===== src/rtl/piso_pkg.sv =====
// piso_pkg
// Shared types and sizing for the parallel-in serial-out serializer.
//   state_t        : serializer FSM states (IDLE, SHIFT)
//   WIDTH_DEFAULT  : default word width
//   BIT_CNT_W      : bit-counter width for the default word width
//   bit_cnt_width(): bit-counter width for an arbitrary word width
package piso_pkg;

  typedef enum logic {
    IDLE  = 1'b0,
    SHIFT = 1'b1
  } state_t;

  localparam int WIDTH_DEFAULT = 4;
  localparam int BIT_CNT_W     = $clog2(WIDTH_DEFAULT);

  // Counter must hold WIDTH-1; never narrower than one bit.
  function automatic int bit_cnt_width(input int width);
    return (width < 2) ? 1 : $clog2(width);
  endfunction

endpackage


===== src/rtl/piso_serializer_bit_timer.sv =====
// bit_timer
// Loadable DIV_W-bit down-counter used as the bit-period divider.
// Ports:
//   clk      : clock, rising edge
//   rst      : synchronous active-high reset, clears the count
//   load     : load load_val this cycle (has priority over counting)
//   load_val : value to load
//   zero     : count is zero
// The counter stops at zero rather than wrapping, so an all-ones load
// gives exactly 2^DIV_W cycles before zero is seen again after reload.
module bit_timer #(
  parameter int DIV_W = 8
) (
  input  logic             clk,
  input  logic             rst,
  input  logic             load,
  input  logic [DIV_W-1:0] load_val,
  output logic             zero
);

  logic [DIV_W-1:0] count_q;
  logic [DIV_W-1:0] count_d;

  always_comb begin
    count_d = count_q;
    if (load) begin
      count_d = load_val;
    end else if (count_q != '0) begin
      count_d = count_q - 1'b1;
    end
  end

  always_ff @(posedge clk) begin
    if (rst) begin
      count_q <= '0;
    end else begin
      count_q <= count_d;
    end
  end

  assign zero = (count_q == '0);

endmodule


===== src/rtl/piso_serializer.sv =====
// piso_serializer
// Accepts one WIDTH-bit word via valid/ready and emits it serially,
// LSB- or MSB-first, each bit held div+1 cycles.
// Ports:
//   clk, rst      : clock and synchronous active-high reset
//   div           : bit period minus one (sampled at accept)
//   in_valid      : upstream word available
//   in_ready      : able to accept (state decode only)
//   in_data       : word to serialize (sampled at accept)
//   in_msb_first  : 1 = MSB first, 0 = LSB first (sampled at accept)
//   ser_out       : serial bit, 0 while idle
//   ser_valid     : ser_out carries a data bit
//   ser_last      : final bit period of the word
//   done          : one-cycle pulse in the first idle cycle after a word
module piso_serializer
  import piso_pkg::*;
#(
  parameter int WIDTH = 4,
  parameter int DIV_W = 8
) (
  input  logic             clk,
  input  logic             rst,
  input  logic [DIV_W-1:0] div,
  input  logic             in_valid,
  output logic             in_ready,
  input  logic [WIDTH-1:0] in_data,
  input  logic             in_msb_first,
  output logic             ser_out,
  output logic             ser_valid,
  output logic             ser_last,
  output logic             done
);

  localparam int BCW = bit_cnt_width(WIDTH);

  state_t             state_q, state_d;
  logic [WIDTH-1:0]   shreg_q, shreg_d;
  logic               msb_q, msb_d;
  logic [DIV_W-1:0]   div_q, div_d;
  logic [BCW-1:0]     bit_cnt_q, bit_cnt_d;
  logic               ser_out_q, ser_out_d;
  logic               ser_valid_q, ser_valid_d;
  logic               ser_last_q, ser_last_d;
  logic               done_q, done_d;

  logic               timer_load;
  logic [DIV_W-1:0]   timer_val;
  logic               timer_zero;

  bit_timer #(
    .DIV_W(DIV_W)
  ) u_bit_timer (
    .clk     (clk),
    .rst     (rst),
    .load    (timer_load),
    .load_val(timer_val),
    .zero    (timer_zero)
  );

  always_comb begin
    state_d    = state_q;
    shreg_d    = shreg_q;
    msb_d      = msb_q;
    div_d      = div_q;
    bit_cnt_d  = bit_cnt_q;
    timer_load = 1'b0;
    timer_val  = div_q;

    case (state_q)
      IDLE: begin
        if (in_valid) begin
          shreg_d    = in_data;
          msb_d      = in_msb_first;
          div_d      = div;
          bit_cnt_d  = BCW'(WIDTH - 1);
          timer_load = 1'b1;
          timer_val  = div;
          state_d    = SHIFT;
        end
      end
      SHIFT: begin
        if (timer_zero) begin
          if (bit_cnt_q != '0) begin
            shreg_d    = msb_q ? (shreg_q << 1) : (shreg_q >> 1);
            bit_cnt_d  = bit_cnt_q - 1'b1;
            timer_load = 1'b1;
          end else begin
            state_d = IDLE;
          end
        end
      end
      default: state_d = IDLE;
    endcase

    // Outputs are registered, so they are derived from next-state values.
    ser_valid_d = (state_d == SHIFT);
    ser_out_d   = ser_valid_d & (msb_d ? shreg_d[WIDTH-1] : shreg_d[0]);
    ser_last_d  = ser_valid_d & (bit_cnt_d == '0);
    done_d      = (state_q == SHIFT) & (state_d == IDLE);
  end

  always_ff @(posedge clk) begin
    if (rst) begin
      state_q     <= IDLE;
      shreg_q     <= '0;
      msb_q       <= 1'b0;
      div_q       <= '0;
      bit_cnt_q   <= '0;
      ser_out_q   <= 1'b0;
      ser_valid_q <= 1'b0;
      ser_last_q  <= 1'b0;
      done_q      <= 1'b0;
    end else begin
      state_q     <= state_d;
      shreg_q     <= shreg_d;
      msb_q       <= msb_d;
      div_q       <= div_d;
      bit_cnt_q   <= bit_cnt_d;
      ser_out_q   <= ser_out_d;
      ser_valid_q <= ser_valid_d;
      ser_last_q  <= ser_last_d;
      done_q      <= done_d;
    end
  end

  assign in_ready  = (state_q == IDLE);
  assign ser_out   = ser_out_q;
  assign ser_valid = ser_valid_q;
  assign ser_last  = ser_last_q;
  assign done      = done_q;

endmodule


===== config.mk =====
export PLATFORM = sky130hd
export DESIGN_NAME = piso_serializer
export DESIGN_NICKNAME = d
export VERILOG_FILES = /design/src/rtl/piso_pkg.sv /design/src/rtl/piso_serializer_bit_timer.sv /design/src/rtl/piso_serializer.sv
export SDC_FILE = /design/constraint.sdc
export NUM_CORES = 1
export LEC_CHECK = 0
export ABC_CLOCK_PERIOD_IN_PS = 4610
export CAP_MARGIN = 30
export CELL_PAD_IN_SITES_DETAIL_PLACEMENT = 1
export CELL_PAD_IN_SITES_GLOBAL_PLACEMENT = 1
export CORE_AREA = 2 2 60 62
export DETAILED_ROUTE_END_ITERATION = 7
export DIE_AREA = 0 0 62 64
export GPL_ROUTABILITY_DRIVEN = 0
export PLACE_DENSITY_LB_ADDON = 0.1
export SYNTH_ARGS = -nofsm -noshare
export SYNTH_HDL_FRONTEND = slang
export SYNTH_SLANG_ARGS = --single-unit

===== constraint.sdc =====
create_clock -name clk -period 4.61 [get_ports clk]
set_clock_uncertainty 0.15 [all_clocks]
set_input_delay 0.922 -clock clk [delete_from_list [all_inputs] [get_ports clk]]
set_output_delay 0.922 -clock clk [all_outputs]
set_load 0.05 [all_outputs]

==> results by group <==
Status
  • Run status: complete, no violations

Power and ir drop
  • PD cells: 523 nW/µm²
  • Int Power: 0.000477 W
  • Combinational Power Share: 0.470
  • LEAKAGE: 0.578 nW
  • Sequential power share: 0.401
  • Switching share of power: 0.436
  • Clock share of power: 0.129
  • VDD IR-drop max: 167 µV
  • Psw: 0.000369 W

Logic synthesis
  • Yosys top cell by area: dfxtp_1
  • Mapped Nets: 175
  • Dominant register cell in the synthesized netlist: dfxtp_1
  • Post-Syn Area per Cell: 8.69 µm²
  • Post-synthesis cell count: 157
  • Synthesized flop and latch total: 27
  • Yosys cell types: 48
  • Top cell type's share of synthesized area: 0.396
  • Post-synthesis sequential area ratio: 0.396
  • Post-synth EDFFs: 0
  • Top post-synthesis cells by area: dfxtp_1 40%, nand2_1 5.0%, a21oi_1 4.4%
  • Post-Syn Area: 1360 µm²
  • Number of synthesis warnings: 0
  • Async SR Flop Fraction: 0

Routing
  • Avg WL per Cell: 15.8 µm
  • Iter 0 DRT Violations: 53
  • Vias: 1,255
  • # DRC: 0
  • DRT Pass-1 Iters: 4
  • Drt total wl: 3.46 mm
  • Drt via density: 5.73
  • Final antenna-violating net count: 0

Setup path
  • CP Class: flop to output port
  • Critical Path AT: 1.83 ns
  • CP endpoint kind: output port
  • WP data required: 3.54 ns
  • CP max FO: 14
  • Startpoint Class: flop

Finish
  • Sequential cell area: 541 µm²
  • Number of diodes: 0
  • Share of layout cells above drive strength 1: 0.110
  • Fillers: 406
  • Multi-input gate area: 759 µm²
  • Layout area overhead: 18.7%
  • Number of nets in the layout: 192

STA
  • Slew Limit Headroom: 0.349
  • Final period utilization: 0.631
  • Final Hold Vio Count: 0
  • Hold Slack: 0.324 ns
  • Max-slew violation count: 0
  • RSZ-0062 raised after global routing: no
  • Final Setup Violations: 0
  • Worst Tran Pin Value: 0.973 ns
  • Final Critical Period: 2.91 ns
  • Fin Setup TNS: 0 ns
  • Peak Freq: 344 MHz

Die
  • I/O pin cnt: 21
  • Core Box Area: 3280 µm²
  • Die Span Y: 64 µm
  • Initial core utilization: 0.415
  • Die X: 62 µm
  • Die area: 3970 µm²
  • FP Rows: 21

Global routing
  • GRT overflow: 0
  • First-pass GRT wire length: 5.75 mm
  • Met3 usage: 0.0263
  • Largest net degree at the start of global routing: 27
  • M1 GR Usage: 0.268
  • Grt peak-use layer: met2
  • Initial antenna violation count: 0
  • Vias in the first global route: 1,231
  • Routing usage on met2: 0.301
  • Gr usage total: 0.188

Job
  • Max-cap violations: 0

Clocking
  • Setup bufs post-CTS: 0
  • Skew-Pair Late Insertion Delay: 0.33 ns
  • Number of buffers created by CTS: 3
  • H-tree depth: 1
  • Clock sinks: 27
  • Clock root buffer master: clkbuf_4
  • Clock buffer depth: 2
  • Post_cts resized: 0
  • Hold_buf cts: 0
  • Clock-pin slew on the worst setup and hold paths: 0.16 ns
  • CTS tree: yes

Worst hold path
  • Worst min path class: flop to flop

Placed design
  • IO buf count: 20
  • Hpwl dp: 2.52 mm
## kinds of logic (layout without fill, tap and decap cells)
logic type                 Yosys count  count (layout)  share of synthesized area
AOI/OAI and AO/OA                   47              47                      0.236
xor gates and xnor gates             2               2                     0.0128
adders and majority gates            2               2                     0.0183
buffers and inverters               16              32                     0.0468
DFF                                 27              27                      0.396
muxes                                7               7                     0.0532
and+or+nand+nor                     56              56                      0.237
## worst max-delay path, stage by stage, from the launching register on
cell,delay (ns)
dfxtp_1,0.58
inv_1,0.19
clkdlybuf4s50_1,0.74
## final timing paths
path                                             start                     end  slack, ns  cells past startpoint
worst max-delay path                         ser_valid                in_ready       1.70                      2
worst min-delay path                          div_q[4]                div_q[4]       0.32                      2
worst max register to register  u_bit_timer.count_q[0]  u_bit_timer.count_q[5]       2.43                      6
worst min register to register                div_q[4]                div_q[4]       0.32                      2
## sequential cells by signal, indices dropped and copies added (netlist names)
signal and flops:
done 1, msb_q 1, ser_last 1, ser_out 1, ser_valid 1, shreg_q 4, u_bit_timer.count_q 8, div_q 8
bit_cnt_q 2
## Yosys cell counts, types with 3 or more instances
cell       n
nand3_1    5
a21oi_1   12
nor3b_1    3
nor3_1     3
a211oi_1   3
o21ai_0    6
inv_1      7
nor2_1     9
a31oi_1    5
mux2i_1    5
dfxtp_1   27
nand2b_1   3
clkbuf_1   6
nand2_1   18
## cell usage in the layout (no fill, tap or decap), types with 2 or more instances in the layout
cell	count
dfxtp_1	27
clkdlybuf4s50_1	20
nand2_1	18
a21oi_1	12
nor2_1	9
inv_1	7
o21ai_0	6
mux2i_1	5
nand3_1	5
a31oi_1	5
nand2b_1	3
nor3b_1	3
a211oi_1	3
nor3_1	3
clkbuf_4	3
xor2_1	2
a32oi_1	2
nand3b_1	2
o211ai_1	2
nand4_1	2
o31ai_1	2
o311ai_1	2
mux2_2	2
a22oi_1	2
ha_1	2
## routing by layer
layer / wire length (µm) / share of wire
met3: 110 / 0.032
met2: 1670 / 0.48
met1: 1670 / 0.48
met5: 0 / 0
met4: 12 / 0.0035
## power by group through the flow
| stage | sequential, W | clock (W) | combinational (W) |
|---|---|---|---|
| 3_5_place_dp | 0.000344 | 0 | 0.000395 |
| 5_1_grt | 0.000348 | 0.000125 | 0.000438 |
| 4_1_cts | 0.000339 | 0.000113 | 0.000398 |
| 3_3_place_gp | 0.000341 | 0 | 0.000382 |
| 6_report | 0.000340 | 0.000109 | 0.000398 |
| 2_1_floorplan | 0.000336 | 0 | 0.000297 |
## stage by stage
stage | instances | total power [W] | setup WS [ns] | utilization | cell area (µm²)
final | 219 | 0.000847 | 1.70 | 0.493 | 1620
after CTS | 219 | 0.000850 | 1.69 | 0.493 | 1620
after global routing | 219 | 0.000911 | 1.56 | 0.493 | 1620
after global placement | 215 | 0.000723 | 1.81 | 0.485 | 1590
after detailed placement | 215 | 0.000739 | 1.71 | 0.485 | 1590
after floorplan | 157 | 0.000633 | 2.30 | - | 1360
## layout make-up
| type | instances | share of cell area |
|---|---|---|
| clock buffers | 3 | 0.0139 |
| clock inverters | 1 | 0.00309 |
| inverters | 7 | 0.0162 |
| multi-input cells | 114 | 0.469 |
| flip-flops and latches | 27 | 0.334 |
| well taps | 46 | 0.0355 |
| repair buffers | 21 | 0.128 |
No activity file was read; power rests on OpenSTA's default activity.
